File: config.mk
export PLATFORM = sky130hd
export DESIGN_NAME = seg_display_arbiter
export DESIGN_NICKNAME = d
export VERILOG_FILES = /design/src/rtl/seg_display_arbiter.sv
export SDC_FILE = /design/constraint.sdc
export NUM_CORES = 1
export LEC_CHECK = 0
export BUFFER_PORTS_ARGS = -buffer_cell sky130_fd_sc_hd__buf_2
export CAP_MARGIN = 20
export CORE_MARGIN = 2
export CORE_UTILIZATION = 50
export DETAILED_ROUTE_END_ITERATION = 8
export HOLD_SLACK_MARGIN = 0.05
export PLACE_DENSITY = 0.72
export REMOVE_ABC_BUFFERS = 1
export SYNTH_ARGS = -nofsm -noshare
export SYNTH_HDL_FRONTEND = slang
export SYNTH_SLANG_ARGS = --single-unit
File: constraint.sdc
create_clock -name clk -period 3.9 [get_ports clk]
set_clock_uncertainty 0.1 [all_clocks]
set_input_delay 0.39 -clock clk [delete_from_list [all_inputs] [get_ports clk]]
set_output_delay 0.39 -clock clk [all_outputs]
set_load 0.005 [all_outputs]
File: src/rtl/seg_display_arbiter.sv
// Arbiter for the shared eight-digit seven-segment display: DEFAULT, CPU and timed MSG sources.
// All driver-facing outputs are registered and computed from the next state.
module seg_display_arbiter #(
  parameter int unsigned TICK_DIV   = 50000,
  parameter int unsigned HOLD_TICKS = 3,
  parameter int unsigned BLINK      = 1
) (
  input  logic        clk,
  input  logic        rst,
  input  logic        cpu_we,
  input  logic [31:0] cpu_data,
  input  logic        cpu_base,
  input  logic        cpu_release,
  input  logic        msg_req,
  input  logic [31:0] msg_data,
  input  logic        msg_base,
  output logic        msg_ack,
  input  logic [31:0] dflt_data,
  input  logic        dflt_base,
  input  logic        blank,
  output logic [31:0] seg_data,
  output logic        seg_base,
  output logic        seg_en,
  output logic [1:0]  owner,
  output logic        busy
);

  localparam int unsigned H  = (HOLD_TICKS == 0) ? 1 : HOLD_TICKS;
  localparam int unsigned PW = $clog2(TICK_DIV);
  localparam int unsigned HW = $clog2(H + 1);
  localparam logic [PW-1:0] PRESC_LAST = PW'(TICK_DIV - 1);
  localparam logic [HW-1:0] HOLD_INIT  = HW'(H);

  typedef enum logic [1:0] {
    ST_DEFAULT = 2'd0,
    ST_CPU     = 2'd1,
    ST_MSG     = 2'd2
  } state_e;

  state_e        state_q, state_d;
  logic          cpu_owned_q, cpu_owned_d;
  logic [32:0]   cpu_val_q, cpu_val_d;
  logic [32:0]   msg_val_q, msg_val_d;
  logic [PW-1:0] presc_q, presc_d;
  logic [HW-1:0] hold_q, hold_d;
  logic          blink_q, blink_d;
  logic          ack_q, ack_d;
  logic [31:0]   seg_data_q, seg_data_d;
  logic          seg_base_q, seg_base_d;
  logic          seg_en_q, seg_en_d;
  logic          tick;

  assign tick = (state_q == ST_MSG) && (presc_q == PRESC_LAST);

  always_comb begin
    state_d     = state_q;
    cpu_owned_d = cpu_owned_q;
    cpu_val_d   = cpu_val_q;
    msg_val_d   = msg_val_q;
    presc_d     = '0;
    hold_d      = hold_q;
    blink_d     = blink_q;
    ack_d       = 1'b0;
    seg_data_d  = dflt_data;
    seg_base_d  = dflt_base;

    // A write in the same cycle as a release keeps ownership.
    if (cpu_we) begin
      cpu_owned_d = 1'b1;
      cpu_val_d   = {cpu_base, cpu_data};
    end else if (cpu_release) begin
      cpu_owned_d = 1'b0;
    end

    case (state_q)
      ST_MSG: begin
        if (tick) begin
          hold_d  = hold_q - HW'(1);
          blink_d = ~blink_q;
          if (hold_q == HW'(1)) begin
            state_d = cpu_owned_d ? ST_CPU : ST_DEFAULT;
          end
        end else begin
          presc_d = presc_q + PW'(1);
        end
      end
      default: begin
        if (msg_req) begin
          state_d   = ST_MSG;
          msg_val_d = {msg_base, msg_data};
          hold_d    = HOLD_INIT;
          blink_d   = 1'b0;
          ack_d     = 1'b1;
        end else begin
          state_d = cpu_owned_d ? ST_CPU : ST_DEFAULT;
        end
      end
    endcase

    case (state_d)
      ST_CPU: begin
        seg_data_d = cpu_val_d[31:0];
        seg_base_d = cpu_val_d[32];
      end
      ST_MSG: begin
        seg_data_d = msg_val_d[31:0];
        seg_base_d = msg_val_d[32];
      end
      default: ;
    endcase

    seg_en_d = !blank && !((state_d == ST_MSG) && (BLINK != 0) && blink_d);
  end

  always_ff @(posedge clk) begin
    if (rst) begin
      state_q     <= ST_DEFAULT;
      cpu_owned_q <= 1'b0;
      cpu_val_q   <= '0;
      msg_val_q   <= '0;
      presc_q     <= '0;
      hold_q      <= '0;
      blink_q     <= 1'b0;
      ack_q       <= 1'b0;
      seg_data_q  <= '0;
      seg_base_q  <= 1'b0;
      seg_en_q    <= 1'b0;
    end else begin
      state_q     <= state_d;
      cpu_owned_q <= cpu_owned_d;
      cpu_val_q   <= cpu_val_d;
      msg_val_q   <= msg_val_d;
      presc_q     <= presc_d;
      hold_q      <= hold_d;
      blink_q     <= blink_d;
      ack_q       <= ack_d;
      seg_data_q  <= seg_data_d;
      seg_base_q  <= seg_base_d;
      seg_en_q    <= seg_en_d;
    end
  end

  assign msg_ack  = ack_q;
  assign seg_data = seg_data_q;
  assign seg_base = seg_base_q;
  assign seg_en   = seg_en_q;
  assign owner    = state_q;
  assign busy     = (state_q == ST_MSG);

endmodule

# Yosys cells after proc, flatten, opt, wreduce, memory -nomap -nowiden
# Cells that the tools add are included.
dict set report totals {
  regBits 123
  latchBits 0
  mem_bits_rw 0
  mem_bits_ro 0
  in_bits 105
  output_inout_bits 38
  elab_cells 49
  memories 0
}
dict set report op_classes {
  add_sub_neg 2
  n_mul 0
  n_div 0
  n_lt_le_gt_ge 0
  eq_ne 6
  shifts 0
  muxes 19
  bitwise 2
  n_reduce_logical 9
}
# op count
set op_table {}
lappend op_table {{$mux W33} 3}
lappend op_table {{$pmux W32 S2} 1}
lappend op_table {{$add A16 B1 Y16 const B} 1}
lappend op_table {{$eq A16 B16 Y1 const B} 1}
lappend op_table {{$mux W2} 7}
lappend op_table {{$mux W1} 7}
lappend op_table {{$eq A2 B1 Y1 const B} 2}
lappend op_table {{$eq A2 B2 Y1 const B} 2}
lappend op_table {{$logic_and A1 B1 Y1} 3}
lappend op_table {{$reduce_or A3 Y1} 1}
lappend op_table {{$logic_not A1 Y1} 2}
lappend op_table {{$ne A2 B1 Y1 const B} 1}
lappend op_table {{$not A1 Y1} 2}
lappend op_table {{$pmux W1 S2} 1}
lappend op_table {{$reduce_and A2 Y1} 1}
lappend op_table {{$reduce_bool A2 Y1} 1}
lappend op_table {{$reduce_or A2 Y1} 1}
lappend op_table {{$sub A2 B1 Y2 const B} 1}

# Logic depth before layout (Yosys ltp)
dict set report logic_depth {
  ltp_word 10
  ltp_mapped 11
}

# Worst setup path after synthesis
# Ideal clock, no wire load.
dict set report synth_path {
  kind {reg-to-reg}
  from {register presc_q[0]}
  to {register seg_data_q[24] (netlist: seg_data[24])}
  setup_time_ps 95
  t_arrival_ps 2696
  required_ps 3705
  setup_slack_ps 1009
  path_stages_with_launch 11
  n_path_buf 2
  period_less_slack_ps 2891
  cell_sequence {dfxtp_1 ha_1 nand4_1 nor3_4 a31oi_4 or2_1 ha_1 clkbuf_1 clkbuf_1 nor2_1 a221oi_1}
}
dict set report synth_via {
  elab_chain_cells 6
}
# item line_no
set synth_lines {}
lappend synth_lines {{start: declaration} 44} ;# logic [PW-1:0] presc_q, presc_d;
lappend synth_lines {{start signal: assignment} 133} ;# presc_q <= presc_d;
lappend synth_lines {{$eq A16 B16 Y1 *} 53} ;# assign tick = (state_q == ST_MSG) && (presc_q == PRESC_LAST);
lappend synth_lines {{$logic_and A1 B1 Y1 *} 53}
lappend synth_lines {{$mux W2 *} 77} ;# if (tick) begin
lappend synth_lines {{$mux W2 *} 75} ;# case (state_q)
lappend synth_lines {{net state_d[1]} 40} ;# state_e state_q, state_d;
lappend synth_lines {{$eq A2 B2 Y1 / $eq A2 B1 Y1 (equally long branches)} 100} ;# case (state_d)
lappend synth_lines {{$pmux W32 S2 *} 100}
lappend synth_lines {{end signal: assignment} 137} ;# seg_data_q <= seg_data_d;
lappend synth_lines {{end: declaration} 48} ;# logic [31:0] seg_data_q, seg_data_d;
# The timed path passes the listed nets; every way through them passes the cells marked *.
# A chain may end at the register's enable or synchronous reset.

# Worst setup path after layout
dict set report layout_path {
  from {register presc_q[0]}
  to {register seg_data_q[18] (netlist: seg_data[18])}
}
# Same word-level chain as after synthesis.

==> flow_metrics.py <==
metrics = {
    "outcome": {
        "outcome": "finished clean",
    },
    "sta": {
        "rsz0062_at_grt": "false",
        "slew_violations": 0,
        "slew-limit-headroom_pct": 56.9,
        "crit_share_post_route_pct": 82.3,
        "worstMarginPinSlew_ps": 647,
        "min_period_ps": 3210,
        "setup_tns_ps": 0,
        "final_setup_violations": 0,
        "fmaxAchievable_mhz": 311,
        "hold_fails_final_rpt": 0,
    },
    "floorplanning": {
        "floorplan.core_area_mm2": 0.0107,
        "die_x_um": 108,
        "die_height_um": 108,
        "io_pins": 143,
        "floorplan.die_area_mm2": 0.0117,
        "number_of_placement_rows": 38,
        "floorplan.initialDensity_pct": 50.6,
    },
    "cells_and_area": {
        "final_layout_size_suffix_gt1_share_pct": 27.5,
        "area.sequential_mm2": 0.00246,
        "area_occupied_by_multi_input_gates_mm2": 0.00263,
        "design.final.nets": 882,
        "fillerInstances": 873,
        "area_growth_pct": 33.3,
    },
    "synth": {
        "synth_area_per_cell_um2": 9.09,
        "cell_area_synth_mm2": 0.00544,
        "leading_register_cell_type_out_of_synthesis": "dfxtp_1",
        "yosys_warnings": 0,
        "ys_async_sr_fraction_pct": 0,
        "synth_edf_count": 0,
        "ys_top_cells_by_area": "dfxtp_1 (45%), nor2_1 (6.4%), mux2i_1 (6.1%)",
        "yosys_register_bits": 123,
        "yosysSeqAreaShare_pct": 45.3,
        "synth.lib_cells_used.distinct": 41,
        "synth.top_cell.area_share_pct": 45.3,
        "synth_cells": 598,
        "synthDominantAreaCellType": "dfxtp_1",
    },
    "critical_path": {
        "timing_worst_setup_path_type": "register to register",
        "crit_start": "presc_q[0]",
        "critical_path.endpoint_type": "register",
        "arrival_ps": 3520,
        "r2r-start": "presc_q[0]",
        "timing.critical_path.fanout_max": 40,
        "critical_path_required_ps": 4210,
        "worst_setup_path_start_kind": "register",
    },
    "placed_design": {
        "detailed_place_hpwl_mm": 8.77,
        "routabilityCongestion": 0.815,
        "i_o_buffers": 142,
    },
    "power": {
        "report.power.total_mw": 3.15,
        "powerDensity_mw_per_mm2": 435,
        "static-leakage-power_nw": 3.25,
        "vdd_drop_max_uv": 245,
    },
    "cts": {
        "postCtsSetupRepairBufs": 0,
        "clkSlewWorstSetupHoldPaths_ps": 60,
        "cts-htree-levels": 4,
        "gates_resized_cts_repair": 0,
        "root_buffer": "clkbuf_8",
        "clock_tree_buffer_depth": 2,
        "cts_bufs_inserted": 17,
        "cts.sinks": 123,
        "clock_insertion_delay_worst_skew_ps": 510,
        "cts_tree": "done",
    },
    "routing": {
        "postRouteAntennaNets": 0,
        "routed_wl_mm": 13.9,
        "post_drt_wl_per_cell_um": 15.0,
        "route.vias.total": 4872,
        "drt_first_iter_violations": 248,
        "vias_per_cell": 5.27,
        "drc": 0,
        "firstDrtPassIters": 4,
    },
    "min_path": {
        "hold_path.startpoint": "cpu_data[9]",
        "worst_hold_path_type": "input port to register",
    },
    "global_route": {
        "number_of_global_route_vias_before_repair": 4764,
        "grtUsageTotal_pct": 23.6,
        "overflow": 0,
        "grt_util_met1_pct": 27.2,
        "global_route_wire_length_before_repair_mm": 21.7,
        "use_met2_pct": 41.6,
        "global_route.peak_usage_layer": "met2",
        "global_route.usage.met3_pct": 5.30,
        "initial_antenna_violation_count": 2,
        "grt_max_degree": 70,
    },
    "run": {
        "maxCapViolCount": 0,
    },
}
-- where the power goes --
part	internal (mW)	total [mW]	switching (mW)
Sequential	1.34	1.37	0.0233
Combinational	0.225	0.453	0.227
Clock	0.829	1.33	0.504
Total	2.40	3.15	0.755
-- routing by layer --
layer / wire, um / share of wire, %
met2: 6870 / 50
met5: 0 / 0
met1: 5890 / 42
met3: 770 / 5.6
met4: 333 / 2.4
-- registers in the layout (all words and copies together) (netlist names) --
signal	cells
msg_val_q	33
seg_base	1
cpu_owned_q	1
cpu_val_q	33
seg_data	32
seg_en	1
msg_ack	1
hold_q	2
owner	2
blink_q	1
presc_q	16
-- synth_stat cells (12+ instances only) --
master / count
a221oi_1: 35
nor2b_1: 34
inv_1: 42
a21boi_0: 33
clkbuf_1: 39
and3_1: 33
xnor2_1: 12
mux2i_1: 33
dfxtp_1: 123
o21ba_2: 33
o21ai_0: 32
nor2_1: 92
-- cell usage in the layout (no fill, tap or decap), drive strengths merged, types with 34 or more instances in the layout --
master         n
dlygate4sd3   54
dfxtp        123
nor2          92
nor2b         34
a221oi        35
inv           42
buf          149
-- worst paths after layout --
path | end | slack [ps] | depth (start not counted)
setup / recovery | seg_data[18] | 690 | 9
hold / removal | cpu_val_q[9] | 60 | 3
setup reg to reg | seg_data[18] | 690 | 9
hold reg to reg | presc_q[0] | 360 | 1
-- area by class of cell --
type	instances	share of cell area [%]
multi-input cells	386	36.3
flip-flops and latches	123	34.0
clock inverters	3	0.207
inverters	42	2.18
diodes	2	0.0691
well taps	140	2.42
clock buffers	25	6.68
repair buffers	203	18.2
-- stage by stage --
| step | instances | hold slack (ps) | instance area (um^2) | setup slack, ps | utilization (%) |
|---|---|---|---|---|---|
| global placement | 840 | 342 | 6200 | 831 | 57.7 |
| detailed placement | 840 | 352 | 6200 | 663 | 57.7 |
| CTS | 922 | 50.5 | 7240 | 665 | 67.4 |
| global route | 924 | 52.8 | 7250 | 400 | 67.4 |
| finish | 924 | 55.4 | 7250 | 689 | 67.4 |
| floorplan | 551 | 330 | 5250 | 38.1 | - |
-- critical path: stages, from the launching register on --
cell	delay (ps)
dfxtp_1	370
ha_1	220
nand4_1	300
nor3_4	440
a31oi_4	160
or2_1	240
ha_2	650
buf_12	270
nor2_1	70
a221oi_1	270
-- what timing repair did --
action	4_1_cts	5_1_grt
hold buffers	54	0
setup endpoints to repair	0	0
endpoints found under the hold margin	54	0
-- cells by family after synthesis --
| logic type | after synthesis | share of synthesized area, % |
|---|---|---|
| adders and majority gates | 4 | 0.920 |
| muxes | 34 | 6.35 |
| xor gates and xnor gates | 13 | 2.09 |
| buffers and inverters | 89 | 6.42 |
| AOI/OAI and AO/OA | 142 | 20.8 |
| and+or+nand+nor | 193 | 18.1 |
| DFF | 123 | 45.3 |
Power figures use the tool's default switching activity.
